File: src/rtl/line_framer_tx.sv
// line_framer_tx: wraps each line of packed bytes into a packet of sync byte, 16-bit line index, payload and XOR checksum.
module line_framer_tx #(
  parameter int linewidth_px_p = 320,
  parameter int unpacked_width_p = 1,
  parameter int packed_num_p = 8,
  parameter int lines_p = 240,
  parameter logic [7:0] sync_p = 8'hA5
) (
  input  logic       clk_i,
  input  logic       reset_i,
  input  logic       valid_i,
  output logic       ready_o,
  input  logic [7:0] data_i,
  output logic       valid_o,
  input  logic       ready_i,
  output logic [7:0] data_o,
  output logic       frame_done_o
);
  localparam int payload_bytes_lp = linewidth_px_p / packed_num_p;
  localparam int cnt_w_lp = payload_bytes_lp > 1 ? $clog2(payload_bytes_lp) : 1;
  if (unpacked_width_p * packed_num_p != 8) begin : g_bad_pack
    $error("unpacked_width_p*packed_num_p must be 8");
  end
  typedef enum logic [2:0] {SYNC, IDX_HI, IDX_LO, PAYLOAD, CSUM} state_e;
  state_e state_q, state_d;
  logic [15:0] line_idx_q, line_idx_d;
  logic [cnt_w_lp-1:0] byte_cnt_q, byte_cnt_d;
  logic [7:0] csum_q, csum_d, data_q, data_d, load_byte;
  logic valid_q, valid_d, last_q, last_d, free, load;
  always_comb begin
    free = ~valid_q | ready_i;
    state_d = state_q;
    line_idx_d = line_idx_q;
    byte_cnt_d = byte_cnt_q;
    csum_d = csum_q;
    ready_o = 1'b0;
    load = 1'b0;
    load_byte = data_q;
    case (state_q)
      SYNC: begin
        load = valid_i & free;
        load_byte = sync_p;
        csum_d = load ? 8'h00 : csum_q;
        state_d = load ? IDX_HI : SYNC;
      end
      IDX_HI: begin
        load = free;
        load_byte = line_idx_q[15:8];
        csum_d = load ? csum_q ^ load_byte : csum_q;
        state_d = load ? IDX_LO : IDX_HI;
      end
      IDX_LO: begin
        load = free;
        load_byte = line_idx_q[7:0];
        csum_d = load ? csum_q ^ load_byte : csum_q;
        state_d = load ? PAYLOAD : IDX_LO;
      end
      PAYLOAD: begin
        ready_o = free;
        load = valid_i & free;
        load_byte = data_i;
        if (load) begin
          csum_d = csum_q ^ data_i;
          byte_cnt_d = byte_cnt_q == cnt_w_lp'(payload_bytes_lp - 1) ? '0 : byte_cnt_q + 1'b1;
          state_d = byte_cnt_q == cnt_w_lp'(payload_bytes_lp - 1) ? CSUM : PAYLOAD;
        end
      end
      CSUM: begin
        load = free;
        load_byte = csum_q;
        if (load) begin
          line_idx_d = line_idx_q == 16'(lines_p - 1) ? 16'h0 : line_idx_q + 16'h1;
          state_d = SYNC;
        end
      end
      default: state_d = SYNC;
    endcase
    data_d = load ? load_byte : data_q;
    valid_d = load | (valid_q & ~ready_i);
    // remembers that the byte sitting in the output register closes the frame
    last_d = load ? (state_q == CSUM && line_idx_q == 16'(lines_p - 1)) : last_q;
  end
  always_ff @(posedge clk_i or posedge reset_i) begin
    if (reset_i) begin
      state_q <= SYNC;
      line_idx_q <= '0;
      byte_cnt_q <= '0;
      csum_q <= '0;
      data_q <= '0;
      valid_q <= 1'b0;
      last_q <= 1'b0;
    end else begin
      state_q <= state_d;
      line_idx_q <= line_idx_d;
      byte_cnt_q <= byte_cnt_d;
      csum_q <= csum_d;
      data_q <= data_d;
      valid_q <= valid_d;
      last_q <= last_d;
    end
  end
  assign data_o = data_q;
  assign valid_o = valid_q;
  assign frame_done_o = valid_q & ready_i & last_q;
endmodule

File: config.mk
export PLATFORM = sky130hd
export DESIGN_NAME = line_framer_tx
export DESIGN_NICKNAME = d
export VERILOG_FILES = /design/src/rtl/line_framer_tx.sv
export SDC_FILE = /design/constraint.sdc
export NUM_CORES = 1
export LEC_CHECK = 0
export ABC_AREA = 1
export BUFFER_PORTS_ARGS = -buffer_cell sky130_fd_sc_hd__buf_2
export CAP_MARGIN = 5
export CELL_PAD_IN_SITES_DETAIL_PLACEMENT = 1
export CELL_PAD_IN_SITES_GLOBAL_PLACEMENT = 2
export CORE_MARGIN = 8
export CORE_UTILIZATION = 30
export DETAILED_ROUTE_END_ITERATION = 8
export HOLD_SLACK_MARGIN = 0.08
export PLACE_DENSITY_LB_ADDON = 0.1
export SKIP_LAST_GASP = 1
export SLEW_MARGIN = 5
export SYNTH_ARGS = -nofsm -noshare
export SYNTH_HDL_FRONTEND = slang
export SYNTH_SLANG_ARGS = --single-unit
File: constraint.sdc
create_clock -name clk_i -period 1.4 [get_ports clk_i]
set_input_delay 0.28 -clock clk_i [delete_from_list [all_inputs] [get_ports clk_i]]
set_output_delay 0.28 -clock clk_i [all_outputs]
set_load 0.05 [all_outputs]
=== After elaboration in Yosys (flattened, before gate mapping) ===
Cells that the tools add are included.

* Add/subtract/negate cells: 2
* $mul: 0
* Div/mod/pow operators: 0
* $lt $le $gt $ge: 0
* Equality and inequality tests: 11
* Shifts and indexed selects: 0
* Muxes and demuxes: 17
* Bitwise gates (word level): 11
* Reduce and logical (&&, ||, !) cells: 11

{| class="wikitable"
|+ Operator list
! operator !! count
|-
| 8-bit one-hot mux with 5 select lines || 1
|-
| 8-bit two-way mux || 4
|-
| 8-bit one-hot mux with 4 select lines || 1
|-
| 8-bit XOR || 3
|-
| 16-bit by 1-bit adder with 16-bit output, second input constant || 1
|-
| 16-bit by 8-bit equality test with 1-bit output, second input constant || 1
|-
| 16-bit two-way mux || 1
|-
| 3-bit one-hot mux with 5 select lines || 1
|-
| 2-bit inequality test, second input constant || 5
|-
| 3-bit two-way mux || 3
|-
| 2-bit AND reduction || 4
|-
| 6-bit by 1-bit adder with 6-bit output, second input constant || 1
|-
| 3-bit by 2-bit equality test with 1-bit output, second input constant || 2
|-
| 6-bit equality test, second input constant || 1
|-
| 6-bit two-way mux || 1
|-
| 5-bit AND reduction || 1
|-
| 5-bit nonzero test || 1
|-
| 1-bit bitwise AND || 4
|-
| 4-bit nonzero test || 1
|-
| 3-bit by 1-bit equality test with 1-bit output, second input constant || 1
|-
| 3-bit equality test, second input constant || 1
|-
| 3-bit logical NOT || 1
|-
| 1-bit two-way mux || 3
|-
| 3-bit OR reduction || 1
|-
| 6 further kinds || 8
|}

* Register bits: 43
* Bits in latches: 0
* Bits in writable memories: 0
* Bits in read-only memories: 0
* Input port bits: 12
* Output and inout bits: 11
* Word-level logic and storage cells: 59
* Memories kept: 0

=== Longest topological paths before layout ===
Gate-level depths: netlist of run 1.

* Depth after elaboration: 5
* Depth in mapped cells: 9
* Mapped depth without buffers: 9

=== Least setup slack after synthesis of run 1 ===
OpenSTA, ideal clock, no wires.

* Path kind: register -> output
* From: register valid_q, in the netlist valid_o
* To: output port frame_done_o
* Arrival: 1832 ps
* Data required time: 1120 ps
* Setup slack: -712 ps
* Stages on the path, launching flop included: 3
* Path buffers: 0
* Cell sequence: dfrtp_1 inv_1 nor3_1

* Longest elaborated chain between the ends: 2

{| class="wikitable"
|+ Ends and longest elaborated chain
! item !! line !! text
|-
| start: declaration || 29 || <nowiki>logic valid_q, valid_d, last_q, last_d, free, load;</nowiki>
|-
| start signal: assignment || 98 || <nowiki>valid_q <= valid_d;</nowiki>
|-
| 1-bit bitwise AND (2 in series) || 104 || <nowiki>assign frame_done_o = valid_q & ready_i & last_q;</nowiki>
|-
| end: declaration || 17 || <nowiki>output logic frame_done_o</nowiki>
|}

Every way passes these cells.

=== Final worst setup path of run 1 ===
* From: register state_q[1]
* To: register line_idx_q[5]

* Longest elaborated chain between the ends: 2

{| class="wikitable"
|+ Ends and longest elaborated chain
! item !! line !! text
|-
| start: declaration || 25 || <nowiki>state_e state_q, state_d;</nowiki>
|-
| start signal: assignment || 93 || <nowiki>state_q <= state_d;</nowiki>
|-
| 3-bit equality test || 39 || <nowiki>case (state_q)</nowiki>
|-
| 2-bit AND reduction (no line) || -- ||
|-
| end signal: assignment || 94 || <nowiki>line_idx_q <= line_idx_d;</nowiki>
|-
| end: declaration || 26 || <nowiki>logic [15:0] line_idx_q, line_idx_d;</nowiki>
|}

Every way passes these cells.
A chain may end at the register's enable or synchronous reset.

==> metrics.yaml, run 1 <==
outcome: "finished with violations"
violations: "setup timing"
first_pass_iters: 5
vdd_ir_drop_max_mv: 0.711
drive_above_1_share_pct: 37.3
portBuffers: 22
cp-start-kind: "flip-flop"
power_density_nw_per_um2: 1890
antenna_cells: 0
maxSlewHeadroom_pct: 78.2
syn_nets: 427
clkSinkCount: 43
fillCellCount: 1114
slowest_delay_ns: 0.51
core.rowCount: 34
grt_max_degree: 24
timing.final.crit_share_pct: 107
clock_latency_ns: 0.30
dieArea_um2: 12400
syn-mean-instance-area_um2: 6.60
clk_pin_slew_worst_paths_ns: 0.10
dpl.cell_count: 596
via_per_inst: 4.95
routed_wl_mm: 10.3
fin_ws_ns: -0.0990
yosys_most_used_dff: "dfrtp_1"
rsz0062_at_grt: "true"
drcViolationCount: 0
synth-edff-count: 0
path_delay_family: "simple AND/OR/NAND/NOR gates"
vias: 3096
synthTopCellsByArea: "dfrtp_1, nand2_1, nand3_1"
wl_per_cell_um: 16.5
worst_path_max_delay_cell: "dfrtp_2"
worstMarginPinSlew_ns: 0.327
stdcell_count: 625
crit_top_cell: "nor2_4"
path_cells: "nor2_4 > nand2_4 > nor2_4 > buf_6 > nand3_4 > nor2_2 > nor2_1"
grt_pass1_wl_mm: 16.3
yosys.area.top_type: "dfrtp_1"
ys_warn_count: 0
critPathRequiredTime_ns: 1.60
syn_inst: 413
hp-class: "input port to flip-flop"
crit_buf_inv: 1
pre_cts_slack_ns: -0.242
setup_viol: 31
yosysUniqueCellTypes: 26
hold_viol_final: 0
first_global_vias: 3245
drtIter0Drc: 82
seq_area_frac_synth_pct: 39.5
slew_violations: 0
synthArstFlopShare_pct: 100
overflow: 0
critPathMaxFanout: 5
drv_cap: 0
synth_area_um2: 2720
die_w_um: 111
worst_ep_arrival_time_ns: 1.70
area_growth_pct: 49.9
fin_worst_skew_ns: 0.00799
p_leak_nw: 2.17
critical_path_class: "flip-flop to flip-flop"
clockRootBuffer: "clkbuf_8"
antenna_found_initial: 0
cts_buffer_depth: 2
synth_top_area_share_pct: 39.5
finalInstanceArea_um2: 4080
die_h_um: 111
h-tree-depth: 2
place_area_um2: 3400
fmax_mhz: 667
total_power_mw: 7.73
cts_buffers: 5
start_util_pct: 31.1
end_kind: "flip-flop"
nets: 530
ys_seq_elements: 43
gp_congestion: 0.797
grt_usage_pct: 16.0
fin_crit_ns: 1.50
hpwlAfterDp_mm: 7.29
core_um2: 8760
postRouteAntennaNets: 0
cts_tree: "built"
yosysMostFrequentCell: "nand2_1"
ios: 23
synth_commonest_cells: "nand2_1, nand3_1, inv_1"
r2r_setup_slack_ns: -0.1
==> layout make-up <==
class                   instances  area [um^2]  area share (%)
clock buffers                   5         68.8            1.69
clock inverters                 3         43.8            1.07
inverters                      53          219            5.36
multi-input cells             317         1790            43.7
flip-flops and latches         43         1080            26.5
well taps                     108          135            3.31
repair buffers                 96          747            18.3
==> power breakdown <==
group / internal, mW / leakage [nW] / total [mW] / switching, mW
Combinational: 1.80 / 1.59 / 4.75 / 2.95
Sequential: 1.63 / 0.517 / 1.94 / 0.315
Clock: 0.533 / 0.0581 / 1.03 / 0.501
Total: 3.96 / 2.17 / 7.73 / 3.77
==> sequential cells by signal, summed over array words and instances, names as in the netlist <==
signal / count
byte_cnt_q: 6
csum_q: 8
data_o: 8
last_q: 1
line_idx_q: 16
state_q: 3
valid_o: 1
==> worst register-to-register path: stages (launching register included) <==
cell     delay [ns]
dfrtp_2        0.51
nor2_4         0.15
nand2_4        0.10
nor2_4         0.25
buf_6          0.17
nand3_4        0.07
nor2_2         0.11
nor2_1         0.04
==> cells by family after synthesis <==
family          share of synthesized area [%]
fa+ha+maj                               0.919
compound gates                           5.60
simple gates                             45.6
flops                                    39.5
xor+xnor                                0.643
buf+inv                                  7.76
==> stage by stage <==
stage	setup TNS [ns]	hold slack, ns	utilization, %
finish	-1.59	0.356	46.6
global route	-4.09	0.388	46.6
CTS	-0.440	0.380	42.7
detailed placement	-2.84	0.351	38.8
global placement	-1.67	0.341	38.8
floorplan	-0.138	0.441	-
==> cell usage in the layout (no fill, tap or decap), drive strengths merged, types with 2 or more instances in the layout <==
| cell | netlist | routed |
|---|---|---|
| a21oi | 3 | 3 |
| buf | 2 | 95 |
| clkbuf | 0 | 5 |
| clkinv | 1 | 4 |
| dfrtp | 43 | 43 |
| ha | 2 | 2 |
| inv | 52 | 51 |
| nand2 | 165 | 166 |
| nand3 | 52 | 52 |
| nand4 | 19 | 19 |
| nor2 | 44 | 45 |
| nor3 | 4 | 4 |
| o21ai | 21 | 21 |
==> repair_timing <==
action | CTS | global route
setup endpoints to repair | 33 | 43
endpoints found under the hold margin | 43 | 0
gates resized for setup | 41 | 78
pin swaps | 9 | 23
setup buffers | 8 | 9
gates cloned | 1 | 2
hold buffers | 1 | 0
==> final timing paths <==
kind	depth (start not counted)	start	to
worst max register to register	7	state_q[1]$_DFFE_PP0P_	line_idx_q[5]$_DFFE_PP0P_
max in group asynchronous	4	reset_i	valid_o$_DFF_PP0_
worst max-delay path	7	state_q[1]$_DFFE_PP0P_	line_idx_q[5]$_DFFE_PP0P_
worst min register to register	2	csum_q[1]$_DFFE_PP0P_	csum_q[1]$_DFFE_PP0P_
min in group asynchronous	4	reset_i	line_idx_q[0]$_DFFE_PP0P_
worst min-delay path	4	ready_i	state_q[2]$_DFFE_PP0P_
==> per-layer routing <==
| metal | part of all wire, % | global-route usage, % | wire length [um] |
|---|---|---|---|
| met4 | 1.2 | 3.56 | 128 |
| met2 | 51 | 28.0 | 5300 |
| met1 | 45 | 20.0 | 4640 |
| met3 | 2.6 | 2.60 | 270 |
| met5 | 0 | 0 | 0 |
Power figures use the tool's default switching activity.
==> run 2: changes to the inputs <==
CORE_MARGIN = not set   (was 8)
==> run 2 against run 1 <==
Net effect: the flow still finishes with violations (setup timing); clock power is 12% lower; core utilization increased by 0.44 points; via count decreased by 0.84%; die area is 24% lower; worst setup slack worse by 0.012 ns; maximum frequency is 0.80% lower; critical path depth increased by 1; hold slack better by 0.0046 ns; sequential power about the same; register-to-register slack about the same; final cell count did not move; wire length shrank 3.6%; critical endpoint is now line_idx_q[8]$_DFFE_PP0P_; highest routed layer unchanged.
==> metrics.yaml, run 2 (synthesis gave the netlist of run 1 again) <==
grt_usage_pct: 21.6  # +5.6 points
switching_share_pct: 49.7  # +0.97 points
worstHoldStart: "data_i[4]"
stdcell_count: 625  # unchanged
critical_path_class: "flip-flop to flip-flop"
drive_above_1_share_pct: 36.6  # -0.77 points
overflow: 0  # unchanged
r2r_setup_slack_ns: -0.11  # about the same
pre_cts_slack_ns: -0.144  # +0.0986 ns
first_global_vias: 3264  # +0.59%
antenna_cells: 0  # unchanged
pwr-share-clk_pct: 12.0  # -1.4 points
power_density_nw_per_um2: 1840  # -2.8%
cts_buffer_depth: 2  # unchanged
outcome: "finished with violations"
antenna_found_initial: 0  # unchanged
fin_worst_skew_ns: 0.00915  # +0.00116 ns
worstMarginPinSlew_ns: 0.329  # +0.00204 ns
first_pass_iters: 4  # -1
die_h_um: 97.3  # -13%
core.rowCount: 34  # unchanged
startpoint: "state_q[1]$_DFFE_PP0P_"
hpwlAfterDp_mm: 7.28  # about the same
fin_crit_ns: 1.51  # +0.0121 ns
grt_pass1_wl_mm: 16.3  # -0.42%
end_kind: "flip-flop"
largest_reg_flops: 16  # unchanged
fillCellCount: 1120  # +0.54%
ios: 23  # unchanged
start_util_pct: 31.1  # unchanged
setup_viol: 30  # -3.2%
core_um2: 8760  # unchanged
via_per_inst: 4.91  # -0.84%
p_switching_mw: 3.77  # about the same
drtIter0Drc: 124  # +51%
area_growth_pct: 51.4
cp-start-kind: "flip-flop"
timing.final.crit_share_pct: 108  # +0.86 points
tns_ns: -1.47  # +0.126 ns
violations: "setup timing"
top_register: "line_idx_q"
dieArea_um2: 9460  # -24%
final_util_pct: 47.0  # +0.44 points
wl_per_cell_um: 15.9  # -3.6%
vdd_ir_drop_max_mv: 0.621  # -13%
comb_power_share_pct: 62.5  # +1.0 points
seqPwrFrac_pct: 25.5  # +0.4 points
p_int_mw: 3.81  # -3.7%
clock_latency_ns: 0.31  # about the same
postRouteAntennaNets: 0  # unchanged
nets: 530  # unchanged
p_leak_nw: 2.19  # +1.1%
h-tree-depth: 2  # unchanged
clkSinkCount: 43  # unchanged
final_cell_mix: "nand2_1, buf_4, inv_1, dfrtp_1, nand3_1"
seqCellArea_um2: 1080  # -0.23%
die_w_um: 97.3  # -13%
final_common_cell: "nand2_1"
slew_violations: 0  # unchanged
critPathMaxFanout: 5  # unchanged
fmax_mhz: 662  # -0.80%
rsz0062_at_grt: "true"
vias: 3070  # -0.84%
hp-class: "input port to flip-flop"
clk_pin_slew_worst_paths_ns: 0.10  # about the same
hold_viol_final: 0  # unchanged
rr_startpoint: "state_q[1]$_DFFE_PP0P_"
drcViolationCount: 0  # unchanged
critPathRequiredTime_ns: 1.60  # about the same
clockRootBuffer: "clkbuf_8"
portBuffers: 22  # unchanged
dpl.cell_count: 599  # +0.50%
maxSlewHeadroom_pct: 78.0  # -0.19 points
cts_buffers: 5  # unchanged
fin_ws_ns: -0.111  # -0.0121 ns
worst_ep_arrival_time_ns: 1.71  # about the same
total_power_mw: 7.58  # -1.9%
grt_max_degree: 16  # -33%
drv_cap: 0  # unchanged
gp_congestion: 0.785  # -1.6%
cts_tree: "built"
multi_input_area_um2: 1810  # +1.2%
routed_wl_mm: 9.96  # -3.6%
==> run 2: changes by cell type in the layout (fill, tap and decap cells not counted), moves of 2 or more <==
cell / delta
buf_4: -3
buf_8: +2
dfrtp_1: +2
dfrtp_2: -2
nand3_1: -7
nand3_2: +3
nand3_4: +4
nor2_2: +3
nor2_4: -3
o21ai_0: +6
o21ai_2: -6
==> run 2: through the flow <==
| stage | hold slack [ns] | cell area [um^2] |
|---|---|---|
| 4_1_cts | 0.358 | 3900 |
| 2_1_floorplan | 0.441 | 2750 |
| 3_3_place_gp | 0.252 | 3440 |
| 5_1_grt | 0.389 | 4120 |
| 3_5_place_dp | 0.258 | 3440 |
| 6_report | 0.361 | 4120 |
==> run 2: worst paths after layout <==
kind	endpoint	cells after the start
min in group asynchronous	line_idx_q[5]$_DFFE_PP0P_	3
max in group asynchronous	state_q[1]$_DFFE_PP0P_	4
max	line_idx_q[8]$_DFFE_PP0P_	8
min reg2reg	csum_q[3]$_DFFE_PP0P_	2
min	data_o[4]$_DFFE_PP0P_	5
max reg2reg	line_idx_q[8]$_DFFE_PP0P_	8
==> run 2: area by class of cell <==
type	count	area share [%]
Timing Repair Buffer	97	19.1
Inverter	53	5.19
Tap cell	108	3.28
Sequential cell	43	26.2
Clock inverter	2	0.395
Clock buffer	6	2.00
Multi-Input combinational cell	316	43.9
==> run 2: layer usage <==
| layer | wire length (um) | GRT usage [%] | up-vias |
|---|---|---|---|
| li1 | - | - | 1532 |
| met1 | 4600 | 28.2 | 1492 |
| met2 | 5020 | 38.5 | 36 |
| met3 | 191 | 2.52 | 10 |
| met4 | 148 | 4.07 | 0 |
| met5 | 0 | 0 | - |
==> run 2: power groups by stage <==
stage	clock (mW)	combinational, mW	sequential [mW]
final	0.910	4.74	1.94
after global routing	0.988	5.23	1.98
after CTS	0.957	4.43	1.92
after detailed placement	0	3.86	1.92
after global placement	0	3.78	1.91
after floorplan	0	2.12	2.30
==> run 2: worst max-delay path: stages (launching register included) <==
cell	delay [ns]
dfrtp_2	0.49
nor2_4	0.22
nand2_8	0.09
inv_8	0.09
nand2_4	0.07
nor2_4	0.11
nand2_2	0.08
nor2_2	0.17
a21oi_1	0.07
==> run 2: repair_timing <==
item | CTS | global route
endpoints found under the hold margin | 9 | 0
gates resized for setup | 66 | 46
cloned | 1 | 0
pin swaps | 18 | 23
hold buffers | 1 | 0
setup buffers | 10 | 6
endpoints found under the setup margin | 33 | 43
==> run 3: changes to the inputs <==
ABC_AREA = not set   (was 1)
CORE_UTILIZATION = 34   (was 30)
REMOVE_ABC_BUFFERS = 1   (was not set)
==> run 3 against run 2 <==
Net effect: the run still ends with setup timing left; register-to-register slack worse by 0.20 ns; sequential share of layout area is 0.39 points higher; final cell count is 28% lower; count of clock-buffer cells in the layout stayed put; combinational power is 24% lower; core utilization is 11 points higher; largest power group unchanged; highest routed layer unchanged.
==> metrics.yaml, run 3 <==
critPathRequiredTime_ns: 1.12  # -0.48 ns
syn-mean-instance-area_um2: 9.86  # +50%
fillCellCount: 764  # -32%
first_pass_iters: 6  # +2
clk_pin_slew_worst_paths_ns: 0.10  # about the same
maxSlewHeadroom_pct: 70.4  # -7.6 points
path_cells: "and2b_2 > buf_6 > and3_4 > buf_8"
wl_per_cell_um: 19.5  # +22%
synthArstFlopShare_pct: 100  # unchanged
pre_cts_slack_ns: -0.348  # -0.204 ns
yosysMostFrequentCell: "dfrtp_1"
slew_violations: 0  # unchanged
vdd_ir_drop_max_mv: 0.881  # +42%
power_density_nw_per_um2: 1610  # -12%
drive_above_1_share_pct: 57.8  # +21 points
grt.busiest_layer: "met2"
timing.final.crit_share_pct: 124  # +16 points
whs_ns: 0.444  # +0.0832 ns
syn_inst: 255  # -38%
worst_path_max_delay_cell: "dfrtp_2"
synth_top_area_share_pct: 42.8  # +3.3 points
synth_commonest_cells: "dfrtp_1, nand2_1, inv_1"
drtIter0Drc: 47  # -62%
slowest_delay_ns: 0.48  # about the same
portBuffers: 22  # unchanged
die_w_um: 88.0  # -9.5%
synth_area_um2: 2510  # -7.7%
place_area_um2: 3190  # -7.3%
worstMarginPinSlew_ns: 0.443  # +0.113 ns
synth-edff-count: 0  # unchanged
via_per_inst: 5.35  # +8.9%
cp-start-kind: "flip-flop"
drcViolationCount: 0  # unchanged
clockRootBuffer: "clkbuf_8"
die_h_um: 88.0  # -9.5%
yosysUniqueCellTypes: 48  # +85%
first_global_vias: 2543  # -22%
fin_crit_ns: 1.74  # +0.227 ns
end_kind: "output port"
outcome: "finished with violations"
largest_reg_flops: 16  # unchanged
ys_warn_count: 0  # unchanged
seq_area_frac_synth_pct: 42.8  # +3.3 points
violations: "setup timing"
hold_viol_final: 0  # unchanged
synthTopCellsByArea: "dfrtp_1, mux2_2, mux2i_1"
path_delay_family: "flip-flops"
worst_ep_arrival_time_ns: 1.46  # -0.25 ns
fin_worst_skew_ns: 0.0112  # +0.00202 ns
critical_path_class: "flip-flop to output port"
overflow: 0  # unchanged
postRouteAntennaNets: 0  # unchanged
gp_congestion: 0.795  # +1.4%
grt_pass1_wl_mm: 13.5  # -17%
grtUsageMet3_pct: 3.30  # +0.78 points
area_growth_pct: 61.3
yosys.area.top_type: "dfrtp_1"
top_register: "line_idx_q"
p_leak_nw: 1.99  # -9.3%
h-tree-depth: 2  # unchanged
ys_seq_elements: 43  # unchanged
antenna_cells: 0  # unchanged
antenna_found_initial: 0  # unchanged
tns_ns: -8.25  # -6.79 ns
core.rowCount: 30  # -12%
start_util_pct: 36.0  # +4.9 points
finalInstanceArea_um2: 4060  # -1.6%
cts_buffer_depth: 2  # unchanged
clock_latency_ns: 0.31  # about the same
crit_buf_inv: 2  # +1
ios: 23  # unchanged
dieArea_um2: 7740  # -18%
final_cell_mix: "buf_4, dfrtp_1, buf_6, nand2_1, buf_2"
hp-class: "input port to flip-flop"
r2r_setup_slack_ns: -0.31  # -0.20 ns
grt_util_met2_pct: 40.9  # +2.4 points
final_common_cell: "buf_4"
core_um2: 6980  # -20%
total_power_mw: 6.54  # -14%
grt_max_degree: 28  # +12
routed_wl_mm: 8.74  # -12%
met1_usage_pct: 30.7  # +2.6 points
critPathMaxFanout: 6  # +1
yosys_most_used_dff: "dfrtp_1"
nets: 366  # -31%
setup_viol: 43  # +43%
drv_cap: 0  # unchanged
hpwlAfterDp_mm: 5.76  # -21%
cts_buffers: 5  # unchanged
vias: 2402  # -22%
fin_ws_ns: -0.338  # -0.227 ns
rsz0062_at_grt: "true"
clkSinkCount: 43  # unchanged
fmax_mhz: 575  # -13%
cts_tree: "built"
grt_usage_pct: 23.6  # +2.0 points
## run 3: cell count changes after synthesis, sizes merged, moves of 9 or more
cell / previous run / this run
mux2i: 0 / 11
nand4: 19 / 6
o22ai: 1 / 10
inv: 52 / 15
nand3: 52 / 12
mux2: 0 / 11
nor2: 44 / 7
o21ai: 21 / 8
nand2: 165 / 29
## run 3: report_power, final
| group | switching, mW | leakage [nW] | internal [mW] |
|---|---|---|---|
| Combinational | 1.90 | 1.41 | 1.68 |
| Clock | 0.482 | 0.0612 | 0.579 |
| Sequential | 0.309 | 0.519 | 1.59 |
## run 3: worst register-to-register path: cells and delay by family (launching register included)
kind | cells | cell delay (ns)
AOI/OAI and AO/OA | 2 | 0.35
DFF | 1 | 0.45
and+or+nand+nor | 1 | 0.26
muxes | 1 | 0.29
buffers and inverters | 1 | 0.25
## run 3: repair_timing
item                                   CTS  global route
setup buffers                           15             3
endpoints found under the hold margin   43             0
pin swaps                               29            25
gates resized for setup                101            47
setup endpoints to repair               44            45
hold buffers                             1             0
## run 3: logic make-up after synthesis
| kind of cell | Yosys count | share of synthesized area (%) |
|---|---|---|
| DFF | 43 | 42.8 |
| buffers and inverters | 27 | 5.17 |
| muxes | 22 | 9.30 |
| and+or+nand+nor | 92 | 21.0 |
| xor gates and xnor gates | 11 | 3.83 |
| adders and majority gates | 2 | 0.995 |
| AOI/OAI and AO/OA | 58 | 16.9 |
## run 3: final cells by class
cell class                 count  area (um^2)  area share [%]
clock buffer                   6         82.6            2.04
tap                           96          120            2.96
inverter                      15         56.3            1.39
multi-input combinational    185         1830            45.2
sequential                    43         1080            26.6
timing repair buffer         102          851            21.0
clock inverter                 2         35.0           0.863
## run 3: routing by layer
metal / routed length, um / up-vias
met1: 3990 / 1229
met5: 0 / -
li1: - / 1135
met2: 4500 / 27
met4: 113 / 0
met3: 133 / 11
## run 3: metrics by stage
step	instances	util, %
3_5_place_dp	428	45.6
4_1_cts	449	54.7
5_1_grt	449	58.1
2_1_floorplan	243	-
6_report	449	58.1
3_3_place_gp	428	45.6
## run 3: final timing paths
kind,startpoint,endpoint,cells after the start
min in group asynchronous,reset_i,line_idx_q[2]$_DFFE_PP0P_,4
worst min-delay path,ready_i,valid_o$_DFF_PP0_,3
worst max-delay path,state_q[1]$_DFFE_PP0P_,ready_o,4
worst max register to register,state_q[2]$_DFFE_PP0P_,csum_q[4]$_DFFE_PP0P_,5
max in group asynchronous,reset_i,state_q[2]$_DFFE_PP0P_,4
worst min register to register,data_o[6]$_DFFE_PP0P_,data_o[6]$_DFFE_PP0P_,1
